<file path="config.mk">
export PLATFORM = sky130hd
export DESIGN_NAME = jtpopeye_objshift
export DESIGN_NICKNAME = d
export VERILOG_FILES = /design/src/rtl/jtpopeye_objshift_pkg.sv /design/src/rtl/jtpopeye_objshift_plane.sv /design/src/rtl/jtpopeye_objshift.sv
export SDC_FILE = /design/constraint.sdc
export NUM_CORES = 1
export LEC_CHECK = 0
export BUFFER_PORTS_ARGS = -buffer_cell sky130_fd_sc_hd__buf_2
export CAP_MARGIN = 20
export CORE_ASPECT_RATIO = 0.8
export CORE_UTILIZATION = 56
export DETAILED_ROUTE_END_ITERATION = 12
export HOLD_SLACK_MARGIN = 0.05
export PLACE_DENSITY = 0.8
export RECOVER_POWER = 100
export SKIP_LAST_GASP = 1
export SLEW_MARGIN = 20
export SYNTH_ARGS = -nofsm -noshare
export SYNTH_HDL_FRONTEND = slang
export SYNTH_HIERARCHICAL = 1
export SYNTH_SLANG_ARGS = --single-unit
</file>
<file path="constraint.sdc">
create_clock -name clk -period 2 [get_ports clk]
set_input_delay 0.2 -clock clk [delete_from_list [all_inputs] [get_ports clk]]
set_output_delay 0.2 -clock clk [all_outputs]
set_load 0.01 [all_outputs]
</file>
<file path="src/rtl/jtpopeye_objshift_pkg.sv">
// jtpopeye_objshift_pkg: shared FSM states and default geometry for the object shifter
package jtpopeye_objshift_pkg;
    typedef enum logic {ST_IDLE, ST_WAIT} state_t;
    localparam int DEF_PLANES = 2;
    localparam int DEF_PW     = 16;
    localparam int DEF_CW     = 3;
    localparam int DEF_AW     = 13;
endpackage

</file>
<file path="src/rtl/jtpopeye_objshift_plane.sv">
// jtpopeye_objshift_plane: one bit plane, pending word plus active bidirectional shifter
module jtpopeye_objshift_plane #(
    parameter int PW = 16
)(
    input  logic          clk,
    input  logic          rst,
    input  logic          ld_pend,
    input  logic          xfer,
    input  logic          clr,
    input  logic          shift,
    input  logic          hflip,
    input  logic [PW-1:0] rom_bits,
    output logic          msb,
    output logic          lsb
);
    logic [PW-1:0] pend_q, pend_d, act_q, act_d;
    always_comb begin
        pend_d = ld_pend ? rom_bits : pend_q;
        act_d  = clr ? '0 : xfer ? pend_q : shift ? (hflip ? act_q << 1 : act_q >> 1) : act_q;
    end
    always_ff @(posedge clk) begin
        if (rst) begin
            pend_q <= '0;
            act_q  <= '0;
        end else begin
            pend_q <= pend_d;
            act_q  <= act_d;
        end
    end
    assign msb = act_q[PW-1];
    assign lsb = act_q[0];
endmodule

</file>
<file path="src/rtl/jtpopeye_objshift.sv">
// jtpopeye_objshift: object line shifter with ROM fetch FSM; JTPOPEYE_OBJSHIFT_DBLW_EN enables double-width pixels
module jtpopeye_objshift
    import jtpopeye_objshift_pkg::*;
#(
    parameter int PLANES = DEF_PLANES,
    parameter int PW     = DEF_PW,
    parameter int CW     = DEF_CW,
    parameter int AW     = DEF_AW
)(
    input  logic                 clk,
    input  logic                 rst,
    input  logic                 pxl_cen,
    input  logic                 hb,
    input  logic                 vb,
    input  logic                 load,
    input  logic [AW-1:0]        attr_code,
    input  logic [CW-1:0]        attr_pal,
    input  logic                 attr_hflip,
    output logic [AW-1:0]        rom_addr,
    output logic                 rom_cs,
    input  logic                 rom_ok,
    input  logic [PLANES*PW-1:0] rom_data,
    output logic [CW-1:0]        pxl_pal,
    output logic [PLANES-1:0]    pxl_v,
    output logic                 underrun,
    output logic                 drop
);
    localparam int CNTW = $clog2(PW);
    localparam logic [CNTW-1:0] LAST = CNTW'(PW - 1);
    state_t st_q, st_d;
    logic [AW-1:0] rom_addr_q, rom_addr_d;
    logic [CW-1:0] pend_pal_q, pend_pal_d, pal_q, pal_d, pxl_pal_q, pxl_pal_d;
    logic pend_hflip_q, pend_hflip_d, hflip_q, hflip_d, pend_valid_q, pend_valid_d;
    logic [CNTW-1:0] cnt_q, cnt_d;
    logic [PLANES-1:0] pxl_v_q, pxl_v_d, msb, lsb;
    logic underrun_q, underrun_d, drop_q, drop_d;
    logic fire, got, adv, bnd, shift, xfer, clr;
`ifdef JTPOPEYE_OBJSHIFT_DBLW_EN
    logic tog_q, tog_d;
    always_comb begin
        adv   = pxl_cen & tog_q;
        bnd   = adv & (cnt_q == LAST) & ~hb;
        tog_d = (hb | bnd) ? 1'b0 : pxl_cen ? ~tog_q : tog_q;
    end
    always_ff @(posedge clk) tog_q <= rst ? 1'b0 : tog_d;
`else
    always_comb begin
        adv = pxl_cen;
        bnd = pxl_cen & (cnt_q == LAST) & ~hb;
    end
`endif
    // hb flushes everything and outranks both a new load and a returning rom_ok
    always_comb begin
        fire         = pxl_cen & load & ~hb & (st_q == ST_IDLE) & ~pend_valid_q;
        got          = ~hb & (st_q == ST_WAIT) & rom_ok;
        shift        = adv & ~bnd & ~hb;
        xfer         = bnd & pend_valid_q;
        clr          = hb | (bnd & ~pend_valid_q);
        st_d         = hb ? ST_IDLE : fire ? ST_WAIT : got ? ST_IDLE : st_q;
        rom_addr_d   = fire ? attr_code : rom_addr_q;
        pend_pal_d   = fire ? attr_pal : pend_pal_q;
        pend_hflip_d = fire ? attr_hflip : pend_hflip_q;
        pend_valid_d = hb ? 1'b0 : got ? 1'b1 : xfer ? 1'b0 : pend_valid_q;
        pal_d        = xfer ? pend_pal_q : pal_q;
        hflip_d      = xfer ? pend_hflip_q : hflip_q;
        cnt_d        = hb ? LAST : bnd ? '0 : shift ? cnt_q + 1'b1 : cnt_q;
        underrun_d   = bnd & ~pend_valid_q;
        drop_d       = pxl_cen & load & ~hb & ~fire;
        pxl_v_d      = vb ? '0 : hflip_q ? msb : lsb;
        pxl_pal_d    = pal_q;
    end
    always_ff @(posedge clk) begin
        if (rst) begin
            st_q         <= ST_IDLE;
            rom_addr_q   <= '0;
            pend_pal_q   <= '0;
            pend_hflip_q <= 1'b0;
            pend_valid_q <= 1'b0;
            pal_q        <= '0;
            hflip_q      <= 1'b0;
            cnt_q        <= LAST;
            underrun_q   <= 1'b0;
            drop_q       <= 1'b0;
            pxl_v_q      <= '0;
            pxl_pal_q    <= '0;
        end else begin
            st_q         <= st_d;
            rom_addr_q   <= rom_addr_d;
            pend_pal_q   <= pend_pal_d;
            pend_hflip_q <= pend_hflip_d;
            pend_valid_q <= pend_valid_d;
            pal_q        <= pal_d;
            hflip_q      <= hflip_d;
            cnt_q        <= cnt_d;
            underrun_q   <= underrun_d;
            drop_q       <= drop_d;
            pxl_v_q      <= pxl_v_d;
            pxl_pal_q    <= pxl_pal_d;
        end
    end
    for (genvar p = 0; p < PLANES; p++) begin : g_plane
        jtpopeye_objshift_plane #(.PW(PW)) u_plane (
            .clk      (clk),
            .rst      (rst),
            .ld_pend  (got),
            .xfer     (xfer),
            .clr      (clr),
            .shift    (shift),
            .hflip    (hflip_q),
            .rom_bits (rom_data[p*PW +: PW]),
            .msb      (msb[p]),
            .lsb      (lsb[p])
        );
    end
    assign rom_addr = rom_addr_q;
    assign rom_cs   = (st_q == ST_WAIT);
    assign pxl_pal  = pxl_pal_q;
    assign pxl_v    = pxl_v_q;
    assign underrun = underrun_q;
    assign drop     = drop_q;
endmodule

</file>
==> results.txt <==
- Lkg Pwr: 1.695 nW
- Count of mapped cells out of synthesis: 457
* Number of hold-slack violations in the final timing report: 0
- The tree built by TritonCTS fans out to 98 sinks.
- Number of antenna violations at the first check in global routing: 0
* CP Cell Sequence: ha_2 > nand3_1 > and2b_2 > buf_12 > nand2b_1 > a21o_1 > a21oi_1
- Cts bufs inserted: 9
* Delay of the slowest cell on the worst path: 0.39 ns
- The number of max-slew violations in the final report is 0.
* Mux cell area share after synthesis: 19.15%
- In this run the remaining antenna-violating nets after routing total 0.
- Compared with the post-synthesis result, the final layout area differs by 11.25%.
- The synthesized netlist contains 32 unique library cells.
* Via count of the first global-routing pass: 2853
- Synthesis produced a netlist with a net count of 514.
* I/O pin total: 77
* Weighted congestion at the end of routability-driven global placement: 0.7354
- The critical path in this run is classified as flip-flop to flip-flop.
- Stages on worst setup path: 7
* Initial core utilization: 58.58%
- Power per unit of standard cell area: 710.8 nW/um2
- After detailed routing, the number of remaining DRC violations is 0.
- Headroom to the max-slew limit: 40.33%
- In this run, synthesis produced a sequential element count of 98.
* Number of buffers added on ports: 76
- Maximum VDD drop: 432.6 uV
- Of all nets on the critical path, the largest fanout is 64.
- Clock insertion delay at the later pin of the skew report: 0.36 ns
- The first detailed-routing pass took 4 iterations.
* Sort of element at the start of the critical path: flip-flop
* Drt wl/cell: 12.74 um
* Via Count: 3239
* Endpoint kind of the worst setup timing path: flip-flop
- After synthesis, the largest family of logic cells by area is multiplexers.
- Final critical-path required period: 1.833 ns
- Number of cells traversed by the worst hold path: 3
- Clock-pin slew was measured on the worst setup and hold paths at 0.09 ns.
- First-pass GRT wire length: 13.15 mm
- At the pin with the least slew margin, the transition time is 0.8950 ns.
* Overall die area: 8203 um2
- Final worst hold slack: 0.07482 ns
* Max cap viols: 0
* GRT overflow: 0
- Core Rows: 28
- The worst register-to-register path has a depth of 7.
- During synthesis, Yosys emitted a total of 6 warnings.
- The number of antenna diodes in the final layout is 0.
- Together, buffers and inverters on the worst path number 1.
* Y dimension of the die: 81.21 um
* Pin count of the biggest net entering global routing: 65
- In the routed layout, each cell is associated on average with a via count of 5.182.
- The clock passes through at most 2 buffers.
- Post-route clock skew: 0.01044 ns
- Fraction of final layout cells with drive strength greater than 1: 16.15%
- Required time at the worst-slack endpoint: 2.29 ns
- After synthesis, flip-flops and latches occupy 44.67% of the total area.
- Max Clock Freq: 545.7 MHz
* Sum of negative setup slack: 0 ns
* Summed instance area of the synthesized netlist: 4392 um2
- On the critical path the largest part of the delay comes from simple AND/OR/NAND/NOR gates.
- Nets: 573
- Unrepaired setup endpoints after global routing: false
- For this run, the total global-route usage over all layers was measured as 20.74%.
- The synthesized netlist devotes 11.48% of its cell area to compound gates.
* Crit share post-route: 91.63%
- TritonCTS built the clock tree.
- The routed design has 7.962 mm of wire.
- Summing the areas of all fa, ha and maj instances in the mapped netlist gives 0.2849% of the synthesized area.
- In this run the standard cell core region covers 7497 um2.
- After clock tree synthesis, the setup repair step added 0 buffers.
* Width of the chip: 101.0 um
* Cell with the largest stage delay on the worst path: dfxtp_1
- Share of the core filled with cells in the final layout: 65.17%
- Of the total synthesized cell area, the portion taken by AND, OR, NAND and NOR gates is 17.72%.
- Syn Area/Cell: 9.610 um2
- Arr. time, crit path: 2.12 ns
- CTS placed an instance of clkbuf_8 at the clock tree root.
* Outcome: completed
- Xor-xnor portion of the synthesized cell area: 0%
- Once detailed placement completed, the half-perimeter wirelength came to 5.406 mm.
* Number of H-tree levels: 3
* Post-layout power: 3.473 mW
- For this block, the initial DRC count from the detailed router was 162.
* Final setup vio count: 0
- Worst Hold Class: input port to flip-flop
[cell usage in the layout, fill, tap and decap left out, types with 3 or more instances in the layout]
| cell type | count |
|---|---|
| buf_12 | 4 |
| nand3b_1 | 3 |
| o21ai_0 | 5 |
| dfxtp_1 | 97 |
| a21oi_1 | 32 |
| nor2_1 | 62 |
| nand2b_1 | 40 |
| clkbuf_1 | 25 |
| nand2_1 | 33 |
| clkbuf_8 | 9 |
| a211o_1 | 28 |
| or2_2 | 3 |
| nor2b_1 | 5 |
| nor3_1 | 5 |
| mux2i_1 | 84 |
| buf_2 | 54 |
| inv_1 | 5 |
[worst reg2reg max path: stages, from the launching register on]
cell and delay [ns]:
dfxtp_1 0.39, ha_2 0.24, nand3_1 0.18, and2b_2 0.27
buf_12 0.18, nand2b_1 0.20, a21o_1 0.17, a21oi_1 0.13
[registers in the layout, indices dropped and copies added, names as in the netlist]
signal	cells
pal_q	3
rom_cs	1
cnt_q	4
pend_pal_q	3
pend_valid_q	1
hflip_q	1
rom_addr	13
g_plane.u_plane/act_q	32
pxl_pal	3
g_plane.u_plane/pend_q	32
drop	1
underrun	1
pend_hflip_q	1
pxl_v	2
[power breakdown]
group          switching (mW)  internal [mW]  total, mW
combinational           0.137          0.136      0.273
sequential             0.0194           1.98       2.00
clock                   0.627          0.574       1.20
[cells by family (layout without fill, tap and decap cells)]
kind of cell / after synthesis / count (layout)
AND/OR/NAND/NOR: 159 / 159
flip-flops: 98 / 98
adder cells (fa/ha/maj): 1 / 1
buffers and inverters: 41 / 104
multiplexers: 84 / 84
AO/OA/AOI/OAI: 74 / 74
[metrics by stage]
stage,cell area [um2],worst slack (ns),std cells
after floorplan,4392,0.1679,457
after global placement,4740,0.2788,609
after detailed placement,4740,0.2007,609
after CTS,4935,0.1443,625
after global routing,4886,0.03430,625
final,4886,0.1674,625
[final timing paths]
kind	from	endpoint	slack, ns
worst min register to register	g_plane[1].u_plane/pend_q[10]$_SDFFE_PP0P_	g_plane[1].u_plane/act_q[10]$_SDFFE_PP0P_	0.46
worst max-delay path	cnt_q[1]$_SDFFE_PP1P_	g_plane[0].u_plane/act_q[0]$_SDFFE_PP0P_	0.17
worst min-delay path	rom_data[1]	g_plane[0].u_plane/pend_q[1]$_SDFFE_PP0P_	0.07
worst max register to register	cnt_q[1]$_SDFFE_PP1P_	g_plane[0].u_plane/act_q[0]$_SDFFE_PP0P_	0.17
[metal layers]
metal / part of all wire, % / routed length, um / global-route usage [%] / vias up
met5: 0 / 0 / 0 / -
met4: 0.90 / 72 / 8.261 / 0
met3: 4.7 / 376 / 5.077 / 7
met2: 46 / 3639 / 34.79 / 69
met1: 49 / 3873 / 25.86 / 1488
li1: - / - / - / 1675
[cell usage after synthesis]
cell | count | area, um2
dfxtp_1 | 98 | 1962
mux2i_1 | 84 | 840.8
nor2_1 | 63 | 236.5
nand2b_1 | 40 | 250.2
nand2_1 | 33 | 123.9
a21oi_1 | 32 | 160.2
a211o_1 | 28 | 245.2
buf_2 | 11 | 55.05
buf_6 | 10 | 112.6
clkbuf_1 | 10 | 37.54
inv_1 | 5 | 18.77
nor2b_1 | 5 | 31.28
nor3_1 | 5 | 25.02
o21ai_0 | 5 | 25.02
buf_12 | 3 | 60.06
nand3b_1 | 3 | 22.52
or2_2 | 3 | 18.77
a21o_1 | 2 | 15.01
a311oi_1 | 2 | 17.52
clkbuf_2 | 2 | 10.01
nand3_1 | 2 | 10.01
a21boi_0 | 1 | 7.510
a21o_2 | 1 | 8.760
a31o_2 | 1 | 8.760
and2b_2 | 1 | 8.760
and3_2 | 1 | 7.510
ha_1 | 1 | 12.51
nand2b_4 | 1 | 13.76
nor4_1 | 1 | 6.260
nor4b_4 | 1 | 23.77
o21a_1 | 1 | 7.510
o311ai_0 | 1 | 8.760
[repair_timing]
item | in CTS | in global routing
endpoints found under the hold margin | 2 | 0
endpoints found under the setup margin | 0 | 1
resized for setup | 0 | 1
hold buffers | 1 | 0
[layout make-up]
class                      count  area (um2)
clock inverter                 4       53.80
multi-input combinational    318        2131
sequential                    98        1963
timing repair buffer          84       456.7
inverter                       5       18.77
fill                         655        2611
clock buffer                  11       131.4
tap                          105       131.4
(Power assumes the default switching activity.)
